[config.mk]
export PLATFORM = sky130hd
export DESIGN_NAME = ttl_half_duplex_phy
export DESIGN_NICKNAME = d
export VERILOG_FILES = /design/src/rtl/ttl_half_duplex_phy.sv
export SDC_FILE = /design/constraint.sdc
export NUM_CORES = 1
export LEC_CHECK = 0
export CAP_MARGIN = 20
export CORE_ASPECT_RATIO = 0.6
export CORE_UTILIZATION = 65
export CTS_BUF_LIST = sky130_fd_sc_hd__clkbuf_4 sky130_fd_sc_hd__clkbuf_8
export DETAILED_ROUTE_END_ITERATION = 10
export PLACE_DENSITY = 0.88
export SLEW_MARGIN = 20
export SYNTH_ARGS = -nofsm -noshare
export SYNTH_HDL_FRONTEND = slang
export SYNTH_SLANG_ARGS = --single-unit
[constraint.sdc]
create_clock -name clk -period 3.7 [get_ports clk]
set_input_delay 0.37 -clock clk [delete_from_list [all_inputs] [get_ports clk]]
set_output_delay 0.37 -clock clk [all_outputs]
set_load 0.01 [all_outputs]
[src/rtl/ttl_half_duplex_phy.sv]
// 8N1 UART bit engine with single-wire half-duplex direction control.
// Serialises bytes from a valid/ready port and strobes received bytes out.
module ttl_half_duplex_phy #(
  parameter int CLK_FREQ_HZ = 72_000_000,
  parameter int BAUD_RATE   = 115_200,
  parameter int GUARD_BITS  = 1
) (
  input  logic       clk,
  input  logic       rst_n,
  input  logic [7:0] tx_data,
  input  logic       tx_valid,
  output logic       tx_ready,
  output logic [7:0] rx_data,
  output logic       rx_valid,
  output logic       frame_err,
  input  logic       half_duplex_en,
  input  logic       serial_i,
  output logic       serial_o,
  output logic       serial_oe
);

  localparam int CPB = CLK_FREQ_HZ / BAUD_RATE;
  localparam int CW  = $clog2(CPB);
  localparam logic [CW-1:0] CNT_LAST = CW'(CPB - 1);
  localparam logic [CW-1:0] CNT_HALF = CW'(CPB / 2 - 1);
  localparam int GW = (GUARD_BITS > 1) ? $clog2(GUARD_BITS) : 1;
  localparam logic [GW-1:0] GUARD_LAST = GW'((GUARD_BITS > 0) ? GUARD_BITS - 1 : 0);

  generate
    if (CPB < 8) begin : g_cpb_check
      $error("ttl_half_duplex_phy: CLK_FREQ_HZ/BAUD_RATE must be at least 8");
    end
  endgenerate

  typedef enum logic [2:0] {TX_IDLE, TX_START, TX_DATA, TX_STOP, TX_GUARD} tx_state_e;
  typedef enum logic [2:0] {RX_IDLE, RX_START, RX_DATA, RX_STOP, RX_WAIT_HIGH} rx_state_e;

  tx_state_e         tx_state_q;
  logic [CW-1:0]     tx_cnt_q;
  logic [2:0]        tx_bit_q;
  logic [7:0]        tx_shift_q;
  logic [GW-1:0]     guard_q;
  logic              serial_o_q;
  logic              serial_oe_q;

  rx_state_e         rx_state_q;
  logic [CW-1:0]     rx_cnt_q;
  logic [2:0]        rx_bit_q;
  logic [7:0]        rx_shift_q;
  logic [7:0]        rx_data_q;
  logic              rx_valid_q;
  logic              frame_err_q;
  logic              rx_meta_q;
  logic              rx_s_q;
  logic              rx_prev_q;

  logic              hd_q;
  logic              hd_d;
  logic              tx_idle;
  logic              rx_idle;
  logic              tx_fire;
  logic              rx_block;
  logic              rx_fall;

  assign tx_idle  = (tx_state_q == TX_IDLE);
  assign rx_idle  = (rx_state_q == RX_IDLE);
  // On a shared wire TX must not start while a frame is arriving.
  assign tx_ready = tx_idle && !(hd_q && !rx_idle);
  assign tx_fire  = tx_valid && tx_ready;
  assign hd_d     = (tx_idle && rx_idle) ? half_duplex_en : hd_q;
  assign rx_block = hd_q && (!tx_idle || tx_fire);
  assign rx_fall  = rx_prev_q && !rx_s_q;

  assign serial_o  = serial_o_q;
  assign serial_oe = serial_oe_q;
  assign rx_data   = rx_data_q;
  assign rx_valid  = rx_valid_q;
  assign frame_err = frame_err_q;

  always_ff @(posedge clk or negedge rst_n) begin
    if (!rst_n) begin
      hd_q <= 1'b0;
    end else begin
      hd_q <= hd_d;
    end
  end

  // Back-to-back frames are separated only by the handshake cycle,
  // which the far end sees as a marginally long stop bit.
  always_ff @(posedge clk or negedge rst_n) begin
    if (!rst_n) begin
      tx_state_q  <= TX_IDLE;
      tx_cnt_q    <= '0;
      tx_bit_q    <= '0;
      tx_shift_q  <= '0;
      guard_q     <= '0;
      serial_o_q  <= 1'b1;
      serial_oe_q <= 1'b0;
    end else begin
      case (tx_state_q)
        TX_IDLE: begin
          serial_o_q  <= 1'b1;
          serial_oe_q <= !hd_d;
          if (tx_fire) begin
            tx_shift_q  <= tx_data;
            tx_cnt_q    <= '0;
            serial_o_q  <= 1'b0;
            serial_oe_q <= 1'b1;
            tx_state_q  <= TX_START;
          end
        end
        TX_START: begin
          if (tx_cnt_q == CNT_LAST) begin
            tx_cnt_q   <= '0;
            tx_bit_q   <= '0;
            serial_o_q <= tx_shift_q[0];
            tx_state_q <= TX_DATA;
          end else begin
            tx_cnt_q <= tx_cnt_q + 1'b1;
          end
        end
        TX_DATA: begin
          if (tx_cnt_q == CNT_LAST) begin
            tx_cnt_q <= '0;
            if (tx_bit_q == 3'd7) begin
              serial_o_q <= 1'b1;
              tx_state_q <= TX_STOP;
            end else begin
              tx_bit_q   <= tx_bit_q + 1'b1;
              tx_shift_q <= {1'b0, tx_shift_q[7:1]};
              serial_o_q <= tx_shift_q[1];
            end
          end else begin
            tx_cnt_q <= tx_cnt_q + 1'b1;
          end
        end
        TX_STOP: begin
          if (tx_cnt_q == CNT_LAST) begin
            tx_cnt_q    <= '0;
            guard_q     <= '0;
            serial_oe_q <= !hd_q;
            if (hd_q && (GUARD_BITS > 0)) begin
              tx_state_q <= TX_GUARD;
            end else begin
              tx_state_q <= TX_IDLE;
            end
          end else begin
            tx_cnt_q <= tx_cnt_q + 1'b1;
          end
        end
        TX_GUARD: begin
          serial_oe_q <= 1'b0;
          if (tx_cnt_q == CNT_LAST) begin
            tx_cnt_q <= '0;
            if (guard_q == GUARD_LAST) begin
              tx_state_q <= TX_IDLE;
            end else begin
              guard_q <= guard_q + 1'b1;
            end
          end else begin
            tx_cnt_q <= tx_cnt_q + 1'b1;
          end
        end
        default: tx_state_q <= TX_IDLE;
      endcase
    end
  end

  always_ff @(posedge clk or negedge rst_n) begin
    if (!rst_n) begin
      rx_meta_q <= 1'b1;
      rx_s_q    <= 1'b1;
      rx_prev_q <= 1'b1;
    end else begin
      rx_meta_q <= serial_i;
      rx_s_q    <= rx_meta_q;
      rx_prev_q <= rx_s_q;
    end
  end

  always_ff @(posedge clk or negedge rst_n) begin
    if (!rst_n) begin
      rx_state_q  <= RX_IDLE;
      rx_cnt_q    <= '0;
      rx_bit_q    <= '0;
      rx_shift_q  <= '0;
      rx_data_q   <= '0;
      rx_valid_q  <= 1'b0;
      frame_err_q <= 1'b0;
    end else begin
      rx_valid_q  <= 1'b0;
      frame_err_q <= 1'b0;
      if (rx_block) begin
        // Our own transmission echoes back on a shared wire; ignore it.
        rx_state_q <= RX_IDLE;
      end else begin
        case (rx_state_q)
          RX_IDLE: begin
            if (rx_fall) begin
              rx_cnt_q   <= '0;
              rx_state_q <= RX_START;
            end
          end
          RX_START: begin
            if (rx_cnt_q == CNT_HALF) begin
              rx_cnt_q   <= '0;
              rx_bit_q   <= '0;
              rx_state_q <= rx_s_q ? RX_IDLE : RX_DATA;
            end else begin
              rx_cnt_q <= rx_cnt_q + 1'b1;
            end
          end
          RX_DATA: begin
            if (rx_cnt_q == CNT_LAST) begin
              rx_cnt_q   <= '0;
              rx_shift_q <= {rx_s_q, rx_shift_q[7:1]};
              if (rx_bit_q == 3'd7) begin
                rx_state_q <= RX_STOP;
              end else begin
                rx_bit_q <= rx_bit_q + 1'b1;
              end
            end else begin
              rx_cnt_q <= rx_cnt_q + 1'b1;
            end
          end
          RX_STOP: begin
            if (rx_cnt_q == CNT_LAST) begin
              rx_cnt_q <= '0;
              if (rx_s_q) begin
                rx_data_q  <= rx_shift_q;
                rx_valid_q <= 1'b1;
                rx_state_q <= RX_IDLE;
              end else begin
                frame_err_q <= 1'b1;
                rx_state_q  <= RX_WAIT_HIGH;
              end
            end else begin
              rx_cnt_q <= rx_cnt_q + 1'b1;
            end
          end
          RX_WAIT_HIGH: begin
            if (rx_s_q) begin
              rx_state_q <= RX_IDLE;
            end
          end
          default: rx_state_q <= RX_IDLE;
        endcase
      end
    end
  end

endmodule

After elaboration in Yosys (flattened, before gate mapping)
Index checks and enable logic that the tools add are counted.
- register bits: 65
- bits in latches: 0
- memory bits (writable): 0
- memory bits (read-only): 0
- output and inout bits: 13
- logic and storage cells: 151
- memories kept: 0
- $add $sub $neg: 5
- multiply operators: 0
- div/mod/pow operators: 0
- order comparisons: 0
- eq/ne operators: 31
- shift-type cells: 0
- multiplexer cells: 59
- bitwise logic cells: 1
- reductions and logical operators: 37
- operators with widths (cell ; count):
    2-to-1 mux 3 bit ; 22
    2-to-1 mux 10 bit ; 5
    one-hot mux 10 bit (3 select lines) ; 1
    one-hot mux 3 bit (5 select lines) ; 2
    2-to-1 mux 8 bit ; 3
    adder 10 x 1 -> 10 bit, second input constant ; 2
    == test 10 bit, second input constant ; 2
    inequality test 2 bit, second input constant ; 10
    one-hot mux 10 bit (2 select lines) ; 1
    2-to-1 mux 1 bit ; 18
    one-hot mux 8 bit (2 select lines) ; 1
    inequality test 3 bit, second input constant ; 5
    == test 3 x 2 -> 1 bit, second input constant ; 4
    == test 3 bit, second input constant ; 4
    one-hot mux 3 bit (2 select lines) ; 2
    AND reduction 3 bit ; 4
    AND reduction 4 bit ; 3
    == test 10 x 9 -> 1 bit, second input constant ; 1
    nonzero test 2 bit ; 5
    nonzero test 3 bit ; 3
    AND reduction 7 bit ; 1
    adder 3 x 1 -> 3 bit, second input constant ; 2
    == test 3 x 1 -> 1 bit, second input constant ; 2
    logical AND 1 bit ; 6
    other kinds (15) ; 24

Logic depth before layout (Yosys ltp)
- depth in word-level cells: 10
- mapped depth: 9
- gate-level depth less buffers: 7

Worst setup path after synthesis
No wires, ideal clock.
- path type: flip-flop to flip-flop
- start point: register tx_cnt_q[0]
- end point: register serial_o_q (netlist: serial_o)
- arrival time: 1.885 ns
- required time: 3.641 ns
- setup slack: 1.756 ns
- cell stages (with the launch flop): 9
- path buffers: 1
- period minus slack after synthesis: 1.944 ns
- cells stage by stage: dfrtp_1 -> inv_1 -> ha_1 -> nand4bb_1 -> or3_1 -> buf_6 -> maj3_2 -> a2111oi_4 -> a21o_1
- word-level cells in the longest chain between the ends: 3
- elaborated cells on any way between the ends: 4
- those cells by class: 3 x eq/ne; 1 x reduce/logical
- RTL lines (element ; line ; source):
    start, declared ; 39 ; logic [CW-1:0] tx_cnt_q;
    start signal, assigned ; 119 ; tx_cnt_q <= tx_cnt_q + 1'b1;
    start signal, assigned ; 134 ; tx_cnt_q <= tx_cnt_q + 1'b1;
    start signal, assigned ; 148 ; tx_cnt_q <= tx_cnt_q + 1'b1;
    == test 10 bit * ; 113, 123 ;
    inequality test 2 bit (no line) ; n/a ;
    AND reduction 3 bit (no line) * ; n/a ;
    end signal, assigned ; 116 ; serial_o_q <= tx_shift_q[0];
    end signal, assigned ; 131 ; serial_o_q <= tx_shift_q[1];
    end, declared ; 43 ; logic serial_o_q;
Mark *: on every way between the ends. The rest lies on a longest branch, timed or not.
A chain may end at the register's enable or synchronous reset.

Worst setup path after layout
- start point: register rx_state_q[2]
- end point: output port tx_ready
- word-level cells in the longest chain between the ends: 5
- RTL lines (element ; line ; source):
    start, declared ; 46 ; rx_state_e rx_state_q;
    start signal, assigned ; 208 ; rx_state_q <= rx_s_q ? RX_IDLE : RX_DATA;
    logical NOT 3 bit ; 66 ; assign rx_idle = (rx_state_q == RX_IDLE);
    logical NOT 1 bit ; 68 ; assign tx_ready = tx_idle && !(hd_q && !rx_idle);
    logical AND 1 bit ; 68 ;
    logical NOT 1 bit ; 68 ;
    logical AND 1 bit ; 68 ;
    end, declared ; 12 ; output logic tx_ready,
Every way passes these cells.

==> metrics.txt <==
# TYPE chip_impl_metric gauge
chip_impl_metric{name="slowest_delay",unit="ns"} 0.60
chip_impl_info{name="min-delay-path-class",value="primary input to asynchronous set/reset pin"} 1
chip_impl_metric{name="dp.cells",unit=""} 402
chip_impl_metric{name="tightest_slew",unit="ns"} 0.5927
chip_impl_metric{name="synthAdderAreaFrac",unit="%"} 3.337
chip_impl_metric{name="post-synth-top-area-fraction",unit="%"} 44.99
chip_impl_info{name="grt_setup_unrepaired",value="no"} 1
chip_impl_info{name="crit_path_start",value="rx_state_q[2]"} 1
chip_impl_metric{name="post_drt_wl_per_cell",unit="um"} 17.23
chip_impl_metric{name="clock_power_share",unit="%"} 44.0
chip_impl_metric{name="post-cts-setup-buffer-count",unit=""} 0
chip_impl_metric{name="report.final.hold_viol_count",unit=""} 0
chip_impl_metric{name="dpl_cell_area",unit="um^2"} 3607
chip_impl_metric{name="critPathBufInv",unit=""} 1
chip_impl_metric{name="dp_worst_setup_slack",unit="ns"} 1.381
chip_impl_metric{name="wirelength",unit="mm"} 7.202
chip_impl_metric{name="cell_leakage_power",unit="nW"} 1.716
chip_impl_metric{name="final_critical_path_setup_slack",unit="ns"} 0.9965
chip_impl_metric{name="die_y",unit="um"} 57.50
chip_impl_metric{name="timing.final.crit_period",unit="ns"} 2.703
chip_impl_metric{name="drt_pass1_iterations",unit=""} 6
chip_impl_metric{name="ioPinCount",unit=""} 26
chip_impl_metric{name="ir_drop",unit="uV"} 229.2
chip_impl_metric{name="slew_viol_final",unit=""} 0
chip_impl_metric{name="hpwlAfterDp",unit="mm"} 4.870
chip_impl_info{name="highest_metal_layer_with_signal_wires",value="met4"} 1
chip_impl_metric{name="clock_path_buffers",unit=""} 2
chip_impl_metric{name="fin_worst_skew",unit="ns"} 0.01023
chip_impl_metric{name="post_synth.cell_area_avg",unit="um^2"} 10.20
chip_impl_metric{name="gr-total-overflow",unit=""} 0
chip_impl_info{name="run_status",value="complete, no violations"} 1
chip_impl_metric{name="fin_setup_tns",unit="ns"} 0
chip_impl_metric{name="ys_async_sr_fraction",unit="%"} 100.0
chip_impl_info{name="cell_with_the_most_instances_after_synthesis",value="dfrtp_1"} 1
chip_impl_metric{name="final.period_utilization",unit="%"} 73.07
chip_impl_metric{name="post_layout_nonfiller_instances",unit=""} 418
chip_impl_metric{name="detail-route-antenna-nets",unit=""} 0
chip_impl_metric{name="clk-insertion-delay-late",unit="ns"} 0.35
chip_impl_metric{name="synth.yosys.warnings",unit=""} 0
chip_impl_info{name="path_delay_family",value="buffers and inverters"} 1
chip_impl_metric{name="synth_simple_gate_area_share",unit="%"} 20.40
chip_impl_info{name="timing_worst_setup_path_type",value="flop to primary output"} 1
chip_impl_metric{name="filler_cell_count",unit=""} 310
chip_impl_info{name="primary_ff_master_synth",value="dfrtp_1"} 1
chip_impl_metric{name="cellInternalPower",unit="W"} 0.001066
chip_impl_metric{name="area_growth",unit="%"} 14.21
chip_impl_metric{name="power.share.sequential",unit="%"} 51.7
chip_impl_metric{name="post_drt_via_cell_ratio",unit=""} 6.359
chip_impl_info{name="launch_point_of_the_worst_reg_to_reg_path",value="tx_state_q[1]"} 1
chip_impl_metric{name="die_width",unit="um"} 94.50
chip_impl_metric{name="worst-endpoint-required",unit="ns"} 3.33
chip_impl_info{name="synth.largest_area_cell",value="dfrtp_1"} 1
chip_impl_metric{name="design.die.area",unit="um^2"} 5434
chip_impl_metric{name="antenna_cells",unit=""} 0
chip_impl_metric{name="cts.reportedPaths.clkPinSlew",unit="ns"} 0.07
chip_impl_metric{name="drt_iter0_markers",unit=""} 296
chip_impl_metric{name="grt_use_total",unit="%"} 31.26
chip_impl_metric{name="switchingPower",unit="W"} 0.0003144
chip_impl_metric{name="met3_length",unit="um"} 472
chip_impl_metric{name="cts-resized-gates",unit=""} 0
chip_impl_metric{name="synth_edf_count",unit=""} 0
chip_impl_metric{name="gpl.final_weighted_congestion",unit=""} 0.8443
chip_impl_info{name="setup.worst_path.end_class",value="primary output"} 1
chip_impl_metric{name="netlist_instances",unit=""} 327
chip_impl_metric{name="synth_xor_area_share",unit="%"} 0.5249
chip_impl_metric{name="netlist_area",unit="um^2"} 3337
chip_impl_metric{name="syn_nets",unit=""} 348
chip_impl_metric{name="cts-buffers-inserted",unit=""} 9
chip_impl_metric{name="critPathMaxFanout",unit=""} 16
chip_impl_metric{name="drv_cap",unit=""} 0
chip_impl_metric{name="core_area",unit="um^2"} 4755
chip_impl_info{name="cp_cell_sequence",value="o31ai_1 > and2_1 > clkdlybuf4s50_1"} 1
chip_impl_metric{name="route.met2.wl",unit="mm"} 3.224
chip_impl_metric{name="wl_met1",unit="mm"} 3.427
chip_impl_metric{name="sequential_cell_area_fraction_in_the_yosys_report",unit="%"} 48.14
chip_impl_metric{name="drcViolationCount",unit=""} 0
chip_impl_metric{name="synth_compound_gate_area_share",unit="%"} 15.26
chip_impl_info{name="clockRootBuffer",value="clkbuf_8"} 1
chip_impl_info{name="slowest_stage",value="clkdlybuf4s50_1"} 1
chip_impl_metric{name="number_of_global_route_vias_before_repair",unit=""} 2522
chip_impl_metric{name="p_comb_share",unit="%"} 4.3
chip_impl_metric{name="report.final.setup_viol",unit=""} 0
chip_impl_info{name="synth_top_family_by_area",value="simple AND/OR/NAND/NOR gates"} 1
chip_impl_metric{name="port-buffer-count",unit=""} 25
chip_impl_metric{name="synth.mux.area_fraction",unit="%"} 9.149
chip_impl_metric{name="drive_gt1_share",unit="%"} 14.65
chip_impl_metric{name="ys_seq_elements",unit=""} 64
chip_impl_metric{name="floorplan.initialDensity",unit="%"} 70.18
chip_impl_metric{name="cts_sinks",unit=""} 64
chip_impl_metric{name="vias",unit=""} 2658
chip_impl_metric{name="power_per_cell_area",unit="nW/um^2"} 362.3
chip_impl_info{name="synth_area_leaders",value="dfrtp_1 45%, mux2_2 6.7%, nor2_1 3.4%"} 1
chip_impl_metric{name="cts_hold_repair.buffers",unit=""} 0
chip_impl_metric{name="timing.max_slew.rel_slack",unit="%"} 60.48
chip_impl_metric{name="num_rows",unit=""} 19
chip_impl_metric{name="max_clock_freq",unit="MHz"} 369.9
chip_impl_metric{name="grt_start_max_net_pins",unit=""} 47
chip_impl_metric{name="cts_htree_levels",unit=""} 3
chip_impl_metric{name="netSwitchingFraction",unit="%"} 22.77
chip_impl_info{name="cts_tree",value="yes"} 1
chip_impl_metric{name="yosysUniqueCellTypes",unit=""} 58
chip_impl_metric{name="initial_antenna_violation_count",unit=""} 0
chip_impl_metric{name="finish.instance_area",unit="um^2"} 3811
chip_impl_metric{name="grt_first_pass_wirelength",unit="mm"} 12.52
chip_impl_metric{name="timing.critical_path.arrival",unit="ns"} 2.33
chip_impl_info{name="setup.worst_path.start_class",value="flop"} 1
chip_impl_metric{name="finish.net_count",unit=""} 371
chip_impl_info{name="synth_commonest_cells",value="60 x dfrtp_1, 30 x nor2_1, 29 x nand2_1, 20 x mux2_2, 19 x o21ai_0"} 1
-- layout make-up --
| cell class | instances | area [um^2] | area share [%] |
|---|---|---|---|
| Clock buffer | 11 | 145.1 | 3.808 |
| Clock inverter | 5 | 56.30 | 1.477 |
| Inverter | 10 | 37.54 | 0.9849 |
| Multi-Input combinational cell | 238 | 1624 | 42.61 |
| Sequential cell | 64 | 1607 | 42.15 |
| Tap cell | 63 | 78.83 | 2.068 |
| Timing Repair Buffer | 27 | 262.8 | 6.894 |
-- state kept, by name, indices dropped and copies added, names as in the netlist --
| register | cells |
|---|---|
| rx_cnt_q | 10 |
| tx_cnt_q | 10 |
| rx_data | 8 |
| rx_shift_q | 8 |
| tx_shift_q | 8 |
| rx_bit_q | 3 |
| rx_state_q | 3 |
| tx_bit_q | 3 |
| tx_state_q | 3 |
| frame_err | 1 |
| hd_q | 1 |
| rx_meta_q | 1 |
| rx_prev_q | 1 |
| rx_s_q | 1 |
| rx_valid | 1 |
| serial_o | 1 |
| serial_oe | 1 |
-- placed cells by master, fill, tap and decap left out, drive strengths merged, types with 3 or more instances in the layout --
cell type	instances
and2	3
and3	7
nand4	6
dfstp	4
buf	3
o21ai	19
nor3	13
mux2	20
nor2b	4
nand2b	5
nand4bb	3
clkinv	3
mux2i	8
ha	8
a22o	7
nor2	31
a21oi	13
clkbuf	11
nand2	29
nand3	12
dfrtp	60
o31ai	8
a221o	3
clkdlybuf4s50	24
inv	10
-- power by group through the flow --
stage	clock [W]	sequential (W)	combinational (W)
floorplan	0	0.000722	0.0000286
global placement	0	0.000726	0.0000576
detailed placement	0	0.000726	0.0000593
CTS	0.000616	0.000713	0.0000596
global route	0.000646	0.000714	0.0000673
finish	0.000607	0.000713	0.0000597
-- routing by layer --
metal | up-vias | GRT usage (%)
met5 | - | 0
met4 | 0 | 9.091
met3 | 12 | 8.800
met2 | 117 | 45.55
met1 | 1279 | 46.05
li1 | 1250 | -
-- path summary, 6_finish.rpt --
check / endpoint / slack [ns] / cells after the start
min in group clk: rx_s_q / 0.36 / 0
max: tx_ready / 1.0 / 3
max in group asynchronous: rx_prev_q / 2.94 / 2
min reg2reg: rx_s_q / 0.36 / 0
min: rx_data[4] / 0.02 / 1
max reg2reg: rx_cnt_q[0] / 1.29 / 5
-- kinds of logic after synthesis --
family | Yosys count
AND/OR/NAND/NOR | 128
AO/OA/AOI/OAI | 71
flip-flops | 64
multiplexers | 28
buffers and inverters | 25
adder cells (fa/ha/maj) | 9
XOR/XNOR | 2
-- metrics by stage --
step                      hold slack, ns  util (%)  power [W]
after floorplan                  0.07441         -  0.0007510
after global placement            0.3456     75.87  0.0007834
after detailed placement          0.3490     75.87  0.0007853
after CTS                         0.2101     80.11   0.001388
after global routing             0.06138     80.16   0.001428
final                            0.01977     80.16   0.001381
(Power assumes the default switching activity.)
